$ cat config.mk
export PLATFORM = sky130hd
export DESIGN_NAME = truth_table_scanner
export DESIGN_NICKNAME = d
export VERILOG_FILES = /design/src/rtl/truth_table_scanner_pkg.sv /design/src/rtl/truth_table_scanner_settle_timer.sv /design/src/rtl/truth_table_scanner.sv
export SDC_FILE = /design/constraint.sdc
export NUM_CORES = 1
export LEC_CHECK = 0
export BUFFER_PORTS_ARGS = -buffer_cell sky130_fd_sc_hd__buf_4
export CAP_MARGIN = 20
export CORE_MARGIN = 4
export CORE_UTILIZATION = 50
export CTS_CLUSTER_DIAMETER = 120
export DETAILED_ROUTE_END_ITERATION = 8
export PLACE_DENSITY = 0.73
export SYNTH_ARGS = -nofsm -noshare
export SYNTH_HDL_FRONTEND = slang
export SYNTH_HIERARCHICAL = 1
export SYNTH_SLANG_ARGS = --single-unit
$ cat constraint.sdc
create_clock -name clk -period 3 [get_ports clk]
set_clock_uncertainty 0.05 [all_clocks]
set_input_delay 0.45 -clock clk [delete_from_list [all_inputs] [get_ports clk]]
set_output_delay 0.45 -clock clk [all_outputs]
set_load 0.01 [all_outputs]
$ cat src/rtl/truth_table_scanner_pkg.sv
// Shared types and sizes for the truth-table scanner.
// Sweep state encoding plus combination, index and mismatch-counter widths.
package truth_table_scanner_pkg;

  typedef enum logic [1:0] {
    IDLE   = 2'd0,
    DRIVE  = 2'd1,
    SAMPLE = 2'd2,
    DONE   = 2'd3
  } state_t;

  localparam int NUM_COMB = 16;
  localparam int IDX_W    = 4;
  localparam int CNT_W    = 5;

endpackage

$ cat src/rtl/truth_table_scanner_settle_timer.sv
// Settle timer: loads a hold count, counts down while enabled, flags expiry at zero.
// Zero-latency expire flag; no flow control, the caller gates it through load/en.
module tt_settle_timer #(
  parameter int unsigned W = 4
) (
  input  logic         clk,
  input  logic         rst_n,
  input  logic         load,
  input  logic [W-1:0] load_val,
  input  logic         en,
  output logic         expired
);

  logic [W-1:0] cnt;

  always_ff @(posedge clk or negedge rst_n) begin
    if (!rst_n) begin
      cnt <= '0;
    end else if (load) begin
      cnt <= load_val;
    end else if (en && (cnt != '0)) begin
      cnt <= cnt - W'(1);
    end
  end

  assign expired = (cnt == '0);

endmodule

$ cat src/rtl/truth_table_scanner.sv
// Sweeps {x,y,z,w} through all 16 combinations, captures s_i and compares to a golden mask.
// done arrives 16*(SETTLE+1) edges after start; no backpressure, abort cancels a sweep.
module truth_table_scanner
  import truth_table_scanner_pkg::*;
#(
  parameter int unsigned SETTLE = 1
) (
  input  logic                clk,
  input  logic                rst_n,
  input  logic                start,
  input  logic                abort,
  input  logic [NUM_COMB-1:0] expected,
  output logic [IDX_W-1:0]    xyzw_o,
  input  logic                s_i,
  output logic [NUM_COMB-1:0] table_o,
  output logic                busy,
  output logic                done,
  output logic                match,
  output logic [CNT_W-1:0]    mismatch_count,
  output logic [IDX_W-1:0]    first_fail,
  output logic                fail_valid
);

  localparam int unsigned TW = 4;

  state_t              state, state_nxt;
  logic [IDX_W-1:0]    index;
  logic [NUM_COMB-1:0] exp_q;
  logic                settle_expired;
  logic                miss;
  logic                last_comb;
  logic [CNT_W-1:0]    cnt_nxt;

  // Timer reloads outside DRIVE so each DRIVE phase starts with SETTLE-1 left.
  tt_settle_timer #(.W(TW)) u_settle (
    .clk      (clk),
    .rst_n    (rst_n),
    .load     (state != DRIVE),
    .load_val (TW'(SETTLE - 1)),
    .en       (state == DRIVE),
    .expired  (settle_expired)
  );

  assign miss      = s_i ^ exp_q[index];
  assign last_comb = (index == IDX_W'(NUM_COMB - 1));
  assign cnt_nxt   = mismatch_count + {{(CNT_W-1){1'b0}}, miss};

  always_ff @(posedge clk or negedge rst_n) begin
    if (!rst_n) begin
      state <= IDLE;
    end else begin
      state <= state_nxt;
    end
  end

  always_comb begin
    state_nxt = state;
    busy      = 1'b0;
    done      = 1'b0;
    xyzw_o    = '0;
    case (state)
      IDLE: begin
        if (start) state_nxt = DRIVE;
      end
      DRIVE: begin
        busy   = 1'b1;
        xyzw_o = index;
        if (abort)               state_nxt = IDLE;
        else if (settle_expired) state_nxt = SAMPLE;
      end
      SAMPLE: begin
        busy   = 1'b1;
        xyzw_o = index;
        if (abort)          state_nxt = IDLE;
        else if (last_comb) state_nxt = DONE;
        else                state_nxt = DRIVE;
      end
      DONE: begin
        done      = 1'b1;
        state_nxt = IDLE;
      end
      default: state_nxt = IDLE;
    endcase
  end

  always_ff @(posedge clk or negedge rst_n) begin
    if (!rst_n) begin
      index          <= '0;
      exp_q          <= '0;
      table_o        <= '0;
      mismatch_count <= '0;
      first_fail     <= '0;
      fail_valid     <= 1'b0;
      match          <= 1'b0;
    end else begin
      case (state)
        IDLE: begin
          if (start) begin
            exp_q          <= expected;
            table_o        <= '0;
            mismatch_count <= '0;
            first_fail     <= '0;
            fail_valid     <= 1'b0;
            match          <= 1'b0;
            index          <= '0;
          end
        end
        SAMPLE: begin
          // An abort on the sampling edge drops the sample and skips the verdict.
          if (!abort) begin
            table_o[index] <= s_i;
            mismatch_count <= cnt_nxt;
            if (miss && !fail_valid) begin
              first_fail <= index;
              fail_valid <= 1'b1;
            end
            if (last_comb) match <= (cnt_nxt == '0);
            else           index <= index + IDX_W'(1);
          end
        end
        default: ;
      endcase
    end
  end

endmodule

======== Word-level counts from Yosys, hierarchy flattened ========
Index checks and enable logic that the tools add are counted.
cells by class
  add/sub/neg operators ................... 3
  magnitude comparators ................... 2
  eq/ne operators ......................... 11
  multiplexer cells ....................... 36
  bitwise gates (word level) .............. 1
  reduce and logical (&&, ||, !) cells .... 17
operators by type and width
  operator             number
  $mux 16              2
  $mux 4               8
  $pmux 16 s2          1
  $bwmux 16            1
  $pmux 4 s2           2
  $reduce_and 4->1     3
  $mux 2               5
  $mux 5               2
  $ne 2x2->1 const B   5
  $pmux 5 s2           1
  $mux 1               9
  $pmux 2 s4           1
  $add 5x1->5          1
  $logic_not 5->1      1
  $lt 4x5->1 const B   1
  $add 4x1->4 const B  1
  $bmux 1 s4           1
  $demux 1 s4          1
  $eq 2x2->1 const B   2
  $eq 4x4->1 const B   1
  $ge 4x1->1 const B   1
  $logic_not 4->1      1
  $pmux 1 s2           2
  $reduce_and 2->1     2
  12 further kinds     15
storage, ports and cells
  register bits after elaboration ......... 53
  input bits .............................. 21
  output and inout bits ................... 33

======== Logic depth before layout (Yosys ltp) ========
Gate-level depths: netlist (run 1).
  depth after elaboration ................. 8
  depth in mapped cells ................... 14
  depth with buffers taken out ............ 13

======== Modules after synthesis ========
The synthesis (run 1) kept the hierarchy.
by module, submodules not included
  module               instances  cells each  area each (um^2)  seq. area each (um^2)
  truth_table_scanner  1          255         2630.0            1226.2
  tt_settle_timer      1          27          270.3             100.1

======== Least setup slack after synthesis (run 1) ========
OpenSTA, ideal clock, no wires.
  kind .................................... register to register
  start point ............................. register index[1]
  end point ............................... register match
  arrival ................................. 2.535 ns
  data required time ...................... 2.874 ns
  setup slack ............................. 0.338 ns
  cell stages (with the launch flop) ...... 13
  path buffers ............................ 1
  clock period less this slack ............ 2.662 ns
  cell sequence ........................... dfrtp_1 > buf_6 > mux4_2 > nand2_2 > nand2_4 > a21oi_4 > xor2_2 > inv_1 > ha_1 > ha_1 > o41ai_1 > nand3_1 > o21ai_1
on the way
  cells in the longest elaborated chain, start to end .. 8
RTL lines
  item                          RTL line                    RTL
  from (decl)                   truth_table_scanner.sv:27   logic [IDX_W-1:0] index;
  from (signal assigned)        truth_table_scanner.sv:118  else index <= index + IDX_W'(1);
  $bmux 1 s4                    truth_table_scanner.sv:44   assign miss = s_i ^ exp_q[index];
  $mux 1 (not written as such)  truth_table_scanner.sv:44
  $xor 1x1->1                   truth_table_scanner.sv:44
  $add 5x1->5                   truth_table_scanner.sv:46   assign cnt_nxt = mismatch_count + {{(CNT_W-1){1'b0}}, miss};
  $logic_not 5->1               truth_table_scanner.sv:117  if (last_comb) match <= (cnt_nxt == '0);
  $mux 1                        truth_table_scanner.sv:117
  $mux 1                        truth_table_scanner.sv:110  if (!abort) begin
  $pmux 1 s2                    truth_table_scanner.sv:96   case (state)
  to (signal assigned)          truth_table_scanner.sv:117
  to (decl)                     truth_table_scanner.sv:18   output logic match,
Parallel ways exist; a longest one is shown, timed or not. The select of a mux whose other input is x is not followed.
A chain may end at the register's enable or synchronous reset.

======== Final worst setup path (run 1) ========
Ends and elaborated chain as after synthesis.

==> results by group, run 1 <==
Cells and area
  – Area delta synth->final: 18.7%
  – Register Area: 1330 um2
  – Fin util: 61.8%
  – Final #Nets: 367
  – Area of the multi-input gates: 1430 um2
  – Fill cell count: 479
  – Share of cells above drive strength 1: 30.4%
  – Cell area after layout: 3440 um2
  – ANT cells: 0

Clock network
  – CTS clk-pin slew, worst paths: 100 ps
  – Clock sinks: 53
  – Post-CTS Setup Bufs: 0
  – CTS root buf: clkbuf_8
  – Num CTS Buffers: 5
  – Worst-Skew Late Latency: 310 ps
  – Max H-tree Level: 2
  – Deepest clock path buffer count: 2
  – CTS tree: yes

STA
  – Final min period: 2750 ps
  – Final setup TNS: 0 ps
  – Final Hold Fails: 0
  – # setup viols final: 0
  – Final worst-path cycle share: 91.6%
  – Final-report max-slew violation count: 0
  – Slew @ Worst Pin: 659 ps
  – Rel. slew slack: 56.0%
  – Hold WS: 113 ps
  – Peak Freq: 0.364 GHz

Route
  – 1st-iter DRT viols: 139
  – Routed Wire Length: 6030 um
  – Routed Antenna Nets: 0
  – Detailed-router iteration count before antenna repair: 4
  – Drt via density: 5.50
  – DR DRC count: 0
  – Drt wl/cell: 14.8 um
  – Vias post-DR: 2240

Min path
  – Min-delay worst type: in -> async

Yosys
  – Syn_area_per_cell: 10.3 um2
  – Yosys cell types: 57
  – Main area contributors after synthesis: dfrtp_1 (46%), mux2_2 (6.2%), nand2_1 (6.2%), ha_1 (4.7%), nand3_1 (4.3%)
  – Main flop type after synthesis: dfrtp_1
  – Syn Std Cell Area: 2900 um2
  – Seq/Total Area, Yosys: 45.7%
  – Cell count after synthesis: 282
  – Synth warn: 6
  – Yosys top cell by area: dfrtp_1
  – Area share of the largest cell type after synthesis: 45.7%
  – Post-synth EDFFs: 0
  – Post-synthesis register bit count: 53
  – Post-synth ARST share: 100%

Critical path
  – RR Endpoint: match$_DFFE_PN0P_
  – CP max stage delay: 530 ps
  – Reg2reg path depth: 13
  – Buf/Inv on CP: 1
  – Crit Path Class: reg -> reg
  – Crit-path cells: mux4_2, nand2_2, nand2_4, a21oi_4, xor2_4, inv_1, ha_1, a211o_1, nand2_1, nand3_1, o41ai_2, nand3_1, o21ai_1
  – FF-to-FF Start: index[1]$_DFFE_PN0P_
  – R2r setup slk: 250 ps
  – CP Launch Type: flop
  – Slowest-stage cell, CP: mux4_2
  – Top delay family on crit path: compound AO/OA/AOI/OAI gates
  – Required time worst endpoint: 3190 ps
  – Crit path capture type: flop
  – Worst Path Arrival: 2940 ps
  – Crit path max fanout: 7
  – CP dominant cell by count: nand3_1

Placement
  – I/O Buffers: 53
  – Post-DP HPWL: 4320 um
  – Post-place instance area: 3330 um2
  – RePlAce Congestion: 0.837

Floorplan
  – DIE AREA: 7080 um2
  – Num rows: 27
  – Starting density of the core: 52.0%
  – Die width: 84.2 um
  – Die height: 84.2 um
  – CORE AREA: 5570 um2
  – Number of top-level pins: 54

Global routing
  – First-pass GRT wire length: 10500 um
  – Antenna violations before repair: 0
  – Largest net degree at the start of global routing: 54
  – GRT Resource Usage Total: 18.0%
  – Number of global-route vias before repair: 2269
  – Remaining global-route overflow: 0

Power and ir drop
  – Pwr Density: 638 nW/um2
  – VDD IR max: 0.421 mV
  – Lkg Pwr: 1.63 nW
  – Power Total: 2.20 mW

Run status
  – Status: finished, final reports clean

Run
  – Max_cap viols: 0
per-layer routing:
layer  track usage (%)  up-vias  wire (um)
met5                 0        -          0
met4              4.82        0         63
met3              3.63        7        289
met2              30.3       49       2860
met1              23.7     1091       2810
li1                  -     1093          -
placed cells by master (no fill, tap or decap), types with 2 or more instances in the layout:
| cell | synthesis | routed |
|---|---|---|
| o211ai_1 | 2 | 2 |
| buf_4 | 2 | 57 |
| o21ai_0 | 7 | 7 |
| a22o_1 | 2 | 2 |
| dfrtp_1 | 53 | 52 |
| nand4_1 | 2 | 2 |
| nand2_2 | 2 | 2 |
| mux4_2 | 4 | 4 |
| a21oi_1 | 4 | 4 |
| nand2b_1 | 2 | 2 |
| mux2_2 | 16 | 16 |
| a21boi_0 | 7 | 7 |
| and3_1 | 2 | 2 |
| clkbuf_8 | 1 | 6 |
| o32ai_1 | 5 | 5 |
| nor3_1 | 3 | 3 |
| conb_1 | 1 | 4 |
| mux2i_1 | 2 | 2 |
| o21ai_1 | 10 | 10 |
| nand3_1 | 25 | 25 |
| nor3_2 | 2 | 2 |
| nor3b_1 | 2 | 2 |
| ha_1 | 11 | 10 |
| nor2_1 | 6 | 6 |
| xor2_1 | 2 | 2 |
| nand2_1 | 48 | 48 |
| xnor2_1 | 2 | 2 |
| o31a_1 | 2 | 2 |
| nor4_1 | 3 | 3 |
| inv_1 | 14 | 14 |
| and2_1 | 4 | 4 |
registers in the layout, summed over array words and instances, names as in the netlist:
register        flops
mismatch_count      5
table_o            16
first_fail          4
match               1
u_settle/cnt        4
state               2
fail_valid          1
index               4
exp_q              16
metrics by stage:
step | setup WS [ps] | std cells
final | 251 | 407
after global routing | -0.961 | 407
after CTS | 46.0 | 407
after detailed placement | 63.6 | 400
after global placement | 162 | 400
after floorplan | 338 | 285
area by class of cell:
cell class	instances	share of cell area, %
clock inverters	1	0.218
flip-flops and latches	53	38.6
repair buffers	57	12.4
multi-input cells	202	41.6
well taps	72	2.62
clock buffers	6	2.40
inverters	16	2.14
synth_stat cells (all sizes together), types with 2 or more instances:
cell type  instances
mux2i              2
ha                11
a22o               2
and3               2
mux4               4
clkbuf             7
nor2               6
o211ai             3
o32ai              5
nor3               5
nand2b             2
nand4              2
nor3b              3
nand3             26
buf                7
o31a               2
o21ai             17
nor4b              2
a21boi             7
nor4               3
a21oi              6
xor2               3
dfrtp             53
and2               5
inv               15
xnor2              2
nand2             51
mux2              16
what timing repair did:
| item | in CTS | in global routing |
|---|---|---|
| endpoints found under the setup margin | 0 | 1 |
| resized for setup | 0 | 4 |
| hold endpoints to repair | 0 | 0 |
| hold buffers | 0 | 0 |
power by group:
group,internal (mW),switching (mW)
Combinational,0.391,0.416
Sequential,0.866,0.107
Clock,0.183,0.234
Total,1.44,0.757
worst register-to-register path, stage by stage, from the launching register on:
cell and delay [ps]:
dfrtp_2 470, mux4_2 540, nand2_2 100, nand2_4 70, a21oi_4 200, xor2_4 210
inv_1 60, ha_1 220, a211o_1 300, nand2_1 60, nand3_1 80, o41ai_2 60
nand3_1 110, o21ai_1 150
how the worst max path moves through the flow:
stage	start	end	slack [ps]	cells past startpoint
CTS	index[1]$_DFFE_PN0P_	match$_DFFE_PN0P_	50	11
global route	index[1]$_DFFE_PN0P_	match$_DFFE_PN0P_	-1	13
floorplan	index[1]$_DFFE_PN0P_	match$_DFFE_PN0P_	340	12
global placement	index[1]$_DFFE_PN0P_	match$_DFFE_PN0P_	160	11
detailed placement	index[1]$_DFFE_PN0P_	match$_DFFE_PN0P_	60	11
finish	index[1]$_DFFE_PN0P_	match$_DFFE_PN0P_	250	13
logic make-up after synthesis:
logic type,Yosys count,share of synthesized area (%)
AO/OA/AOI/OAI,47,11.5
XOR/XNOR,5,1.77
adder cells (fa/ha/maj),11,4.75
buffers and inverters,30,6.00
flip-flops,53,45.7
multiplexers,22,10.0
other,1,0.129
AND/OR/NAND/NOR,113,20.1
No activity file was read; power rests on OpenSTA's default activity.
==> inputs of run 2 (changes only) <==
Settings changed: PLACE_DENSITY 0.73 to 0.72.
==> results by group, run 2 (same netlist as run 1, synthesis figures left out) <==
Run status
  – Status: finished, final reports clean

STA
  – Final Hold Fails: 0 (unchanged)
  – Final worst-path cycle share: 92.9% (+1.3 points)
  – Final-report max-slew violation count: 0 (unchanged)
  – Rel. slew slack: 56.3% (+0.25 points)
  – Unrepaired setup endpoints after global routing: no
  – Final WS setup: 213 ps (-37.8 ps)
  – Hold WS: 118 ps (+5.06 ps)
  – Final min period: 2790 ps (+37.8 ps)
  – # setup viols final: 0 (unchanged)
  – Slew @ Worst Pin: 656 ps (-3.75 ps)
  – Peak Freq: 0.359 GHz (-1.4%)
  – Final setup TNS: 0 ps (unchanged)

Clock network
  – Deepest clock path buffer count: 2 (unchanged)
  – Worst-Skew Late Latency: 310 ps (about the same)
  – Clock sinks: 53 (unchanged)
  – CTS tree: yes
  – CTS clk-pin slew, worst paths: 100 ps (about the same)
  – Max H-tree Level: 2 (unchanged)
  – Num CTS Buffers: 5 (unchanged)
  – CTS Hold Bufs: 0 (unchanged)
  – CTS root buf: clkbuf_8

Route
  – Routed Wire Length: 6010 um (-0.40%)
  – Detailed-router iteration count before antenna repair: 5 (+1)
  – 1st-iter DRT viols: 126 (-9.4%)
  – Vias post-DR: 2208 (-1.4%)
  – Routed Antenna Nets: 0 (unchanged)
  – DR DRC count: 0 (unchanged)
  – Drt via density: 5.39 (-2.1%)
  – Drt wl/cell: 14.6 um (-1.1%)

Placement
  – I/O Buffers: 53 (unchanged)
  – Post-DP HPWL: 4330 um (+0.19%)
  – Pre-CTS WS: 43.8 ps (-19.8 ps)
  – RePlAce Congestion: 0.758 (-9.4%)

Cells and area
  – Commonest cells after routing, fill and taps aside: buf_4 (59), dfrtp_1 (52), nand2_1 (48), nand3_1 (25), mux2_2 (16)
  – Commonest non-fill, non-tap cell in the layout: buf_4
  – Final #Nets: 369 (+0.54%)
  – Fill cell count: 490 (+2.3%)
  – Fin util: 62.0% (+0.29 points)
  – Area delta synth->final: 19.2%
  – Largest regs: exp_q x16, table_o x16, mismatch_count x5
  – ANT cells: 0 (unchanged)
  – Share of cells above drive strength 1: 30.8% (+0.32 points)

Floorplan
  – Starting density of the core: 52.0% (unchanged)
  – CORE AREA: 5570 um2 (unchanged)
  – Number of top-level pins: 54 (unchanged)
  – Die height: 84.2 um (unchanged)
  – DIE AREA: 7080 um2 (unchanged)
  – Num rows: 27 (unchanged)
  – Die width: 84.2 um (unchanged)

Power and ir drop
  – Lkg Pwr: 1.64 nW (+0.95%)
  – Pwr Density: 636 nW/um2 (-0.29%)
  – VDD IR max: 0.410 mV (-2.5%)

Critical path
  – FF-to-FF Start: index[1]$_DFFE_PN0P_
  – Crit Path Class: reg -> reg
  – Crit path max fanout: 6 (-1)
  – CP Launch Type: flop
  – Required time worst endpoint: 3190 ps (about the same)
  – Worst Path Arrival: 2980 ps (+40 ps)
  – Worst Setup SP: index[1]$_DFFE_PN0P_
  – Crit path capture type: flop

Run
  – Max_cap viols: 0 (unchanged)

Global routing
  – Largest net degree at the start of global routing: 54 (unchanged)
  – GRT Resource Usage Total: 17.4% (-0.63 points)
  – Antenna violations before repair: 0 (unchanged)
  – Number of global-route vias before repair: 2114 (-6.8%)
  – First-pass GRT wire length: 10100 um (-4.1%)
  – Remaining global-route overflow: 0 (unchanged)

Min path
  – Min-delay worst type: in -> async
==> run 2: cell types whose count changed in the layout (fill, tap and decap cells not counted) <==
cell,delta
inv_6,+1
buf_4,+2
clkinv_4,+1
ha_2,-1
clkbuf_8,-1
ha_1,+1
==> run 2: power breakdown <==
group / total (mW) / switching [mW] / internal (mW) / leakage, nW
combinational: 0.806 / 0.416 / 0.390 / 0.907
clock: 0.418 / 0.249 / 0.169 / 0.0447
sequential: 0.976 / 0.110 / 0.866 / 0.693
==> run 2: cell type report <==
| class | instances | area (um2) | share of cell area (%) |
|---|---|---|---|
| multi-input combinational | 202 | 1430 | 41.4 |
| sequential | 53 | 1330 | 38.4 |
| timing repair buffer | 59 | 443 | 12.8 |
| tap | 72 | 90.1 | 2.60 |
| inverter | 16 | 73.8 | 2.13 |
| clock buffer | 5 | 68.8 | 1.99 |
| clock inverter | 3 | 25.0 | 0.724 |
==> run 2: per-stage QoR <==
stage | area, um2 | std cells | power, mW
2_1_floorplan | 2910 | 285 | 1.61
3_3_place_gp | 3330 | 400 | 1.76
3_5_place_dp | 3330 | 400 | 1.79
4_1_cts | 3420 | 408 | 2.21
5_1_grt | 3460 | 410 | 2.36
6_report | 3460 | 410 | 2.20
==> run 2: what timing repair did <==
item                       CTS  global route
setup buffers                0             2
hold endpoints to repair     0             0
resized for setup            0             3
setup endpoints to repair    0             2
==> run 2: metal layers <==
metal,track usage [%],vias up,share of wire (%)
li1,-,1090,-
met5,0,-,0
met4,4.39,0,0.90
met3,4.22,6,5.6
met1,24.4,1059,48
met2,27.2,53,46
==> run 2: worst paths after layout <==
path,slack (ps),depth (start not counted),endpoint
worst max-delay path,210,11,match$_DFFE_PN0P_
worst min-delay path,120,1,table_o[4]$_DFFE_PN0P_
worst max register to register,210,11,match$_DFFE_PN0P_
worst min register to register,440,2,table_o[2]$_DFFE_PN0P_
max in group asynchronous,2320,1,index[1]$_DFFE_PN0P_
min in group clk,310,2,exp_q[6]$_DFFE_PN0P_
==> run 2: critical path, cell delays in order, from the launching register on <==
cell,delay (ps)
dfrtp_2,470
mux4_2,530
nand2_2,100
nand2_4,70
a21oi_4,200
xor2_4,210
inv_1,60
ha_1,230
ha_1,260
o41ai_2,290
nand3_1,110
o21ai_1,130
==> inputs of run 3 (changes only) <==
Settings changed: CORE_ASPECT_RATIO set to 1.4.
==> results by group, run 3 (same netlist as run 1, synthesis figures left out) <==
Run status
  – Status: finished, final reports clean

Clock network
  – Max H-tree Level: 2 (unchanged)
  – Clock sinks: 53 (unchanged)
  – Num CTS Buffers: 5 (unchanged)
  – CTS root buf: clkbuf_8
  – CTS tree: yes
  – Deepest clock path buffer count: 2 (unchanged)
  – CTS clk-pin slew, worst paths: 100 ps (about the same)
  – Worst-Skew Late Latency: 310 ps (about the same)

Placement
  – Placed cell count: 398 (-0.50%)
  – I/O Buffers: 53 (unchanged)
  – Post-DP HPWL: 4450 um (+2.7%)
  – Post-place instance area: 3340 um2 (+0.30%)
  – Pre-CTS WS: 191 ps (+148 ps)
  – RePlAce Congestion: 0.798 (+5.2%)

Route
  – Routed Antenna Nets: 0 (unchanged)
  – Drt wl/cell: 14.6 um (-0.12%)
  – DR DRC count: 0 (unchanged)
  – 1st-iter DRT viols: 129 (+2.4%)
  – Vias post-DR: 2196 (-0.54%)
  – Drt via density: 5.41 (+0.44%)
  – Routed Wire Length: 5940 um (-1.1%)
  – Detailed-router iteration count before antenna repair: 6 (+1)

Critical path
  – Buf/Inv on CP: 1 (unchanged)
  – Crit Path Class: reg -> reg
  – CP max stage delay: 530 ps (about the same)
  – Crit path max fanout: 5 (-1)
  – Crit. path cell count: 11 (unchanged)
  – CP Launch Type: flop
  – Slowest-stage cell, CP: mux4_2
  – Reg2reg path depth: 11 (unchanged)
  – Top delay family on crit path: compound AO/OA/AOI/OAI gates
  – Required time worst endpoint: 3200 ps (about the same)
  – Worst Path Arrival: 2930 ps (-50 ps)
  – Crit path capture type: flop
  – CP dominant cell by count: ha_1
  – Crit-path cells: mux4_2, nand2_2, nand2_4, a21oi_4, xor2_2, inv_1, ha_1, ha_1, o41ai_1, nand3_1, o21ai_1

Cells and area
  – Largest regs: exp_q x16, table_o x16, mismatch_count x5
  – Commonest cells after routing, fill and taps aside: buf_4 (59), dfrtp_1 (52), nand2_1 (48), nand3_1 (25), mux2_2 (16)
  – Fin util: 61.8% (-0.28 points)
  – Share of cells above drive strength 1: 30.5% (-0.30 points)
  – Register Area: 1330 um2 (unchanged)
  – Area of the multi-input gates: 1410 um2 (-1.3%)
  – Commonest non-fill, non-tap cell in the layout: buf_4
  – Fill cell count: 490 (unchanged)
  – Area delta synth->final: 18.5%
  – ANT cells: 0 (unchanged)
  – Final Non-Filler Cells: 406 (-0.98%)
  – Final #Nets: 369 (unchanged)
  – Cell area after layout: 3440 um2 (-0.62%)

Run
  – Max_cap viols: 0 (unchanged)

Floorplan
  – DIE AREA: 7100 um2 (+0.25%)
  – Die width: 72.4 um (-14%)
  – CORE AREA: 5570 um2 (-0.16%)
  – Number of top-level pins: 54 (unchanged)
  – Die height: 98.1 um (+17%)
  – Starting density of the core: 52.1% (+0.082 points)
  – Num rows: 32 (+19%)

STA
  – Unrepaired setup endpoints after global routing: no
  – Peak Freq: 0.366 GHz (+2.1%)
  – Final worst-path cycle share: 91.0% (-1.9 points)
  – Slew @ Worst Pin: 651 ps (-4.25 ps)
  – Final setup TNS: 0 ps (unchanged)
  – Final-report max-slew violation count: 0 (unchanged)
  – Rel. slew slack: 56.6% (+0.28 points)
  – Hold WS: 108 ps (-9.31 ps)
  – Final min period: 2730 ps (-57.2 ps)
  – Final WS setup: 270 ps (+57.2 ps)
  – # setup viols final: 0 (unchanged)
  – Final Hold Fails: 0 (unchanged)

Global routing
  – Largest net degree at the start of global routing: 54 (unchanged)
  – First-pass GRT wire length: 10300 um (+2.2%)
  – Number of global-route vias before repair: 2099 (-0.71%)
  – Remaining global-route overflow: 0 (unchanged)
  – Antenna violations before repair: 0 (unchanged)
  – GRT Resource Usage Total: 18.1% (+0.76 points)

Min path
  – Min-delay worst type: in -> async

Power and ir drop
  – Pwr Density: 637 nW/um2 (about the same)
  – Power Total: 2.19 mW (-0.52%)
  – Lkg Pwr: 1.65 nW (+0.23%)
  – VDD IR max: 0.373 mV (-9.0%)
==> run 3: cell types whose count changed in the layout (fill, tap and decap cells not counted) <==
cell,change
xor2_2,+1
o41ai_1,+1
clkbuf_8,+1
xor2_4,-1
o41ai_2,-1
clkinv_2,+1
inv_6,-1
clkinvlp_4,-1
==> run 3: final timing paths <==
kind                                        start                            end  slack [ps]
max reg2reg                  index[1]$_DFFE_PN0P_              match$_DFFE_PN0P_         270
min                                         rst_n  mismatch_count[2]$_DFFE_PN0P_         110
min reg2reg                table_o[6]$_DFFE_PN0P_         table_o[6]$_DFFE_PN0P_         440
max                          index[1]$_DFFE_PN0P_              match$_DFFE_PN0P_         270
min in group clk                     expected[11]          exp_q[11]$_DFFE_PN0P_         320
max in group asynchronous                   rst_n           index[1]$_DFFE_PN0P_        2310
==> run 3: worst register-to-register path, cell delays in order (launching register included) <==
cell	delay, ps
dfrtp_2	450
mux4_2	530
nand2_2	100
nand2_4	70
a21oi_4	160
xor2_2	230
inv_1	70
ha_1	220
ha_1	240
o41ai_1	310
nand3_1	110
o21ai_1	130
==> run 3: routing by layer <==
metal,part of all wire (%),vias up,GRT usage [%]
met4,1.6,0,5.26
met5,0,-,0
met1,42,1046,23.0
met3,4.9,7,4.33
li1,-,1092,-
met2,51,51,30.5
==> run 3: what timing repair did <==
action | 4_1_cts | 5_1_grt
setup endpoints to repair | 0 | 1
hold buffers | 0 | 0
resized for setup | 0 | 1
endpoints found under the hold margin | 0 | 0
buffers inserted | 0 | 0
==> run 3: layout make-up <==
class,instances,area share [%]
clock buffer,6,2.40
inverter,16,2.15
sequential,53,38.6
multi-input combinational,202,41.1
tap,68,2.48
clock inverter,2,0.400
timing repair buffer,59,12.9
==> run 3: report_power, final <==
group	internal (mW)	switching (mW)	total (mW)
clock network	0.187	0.235	0.422
registers	0.867	0.114	0.981
logic	0.384	0.401	0.786
total	1.44	0.750	2.19
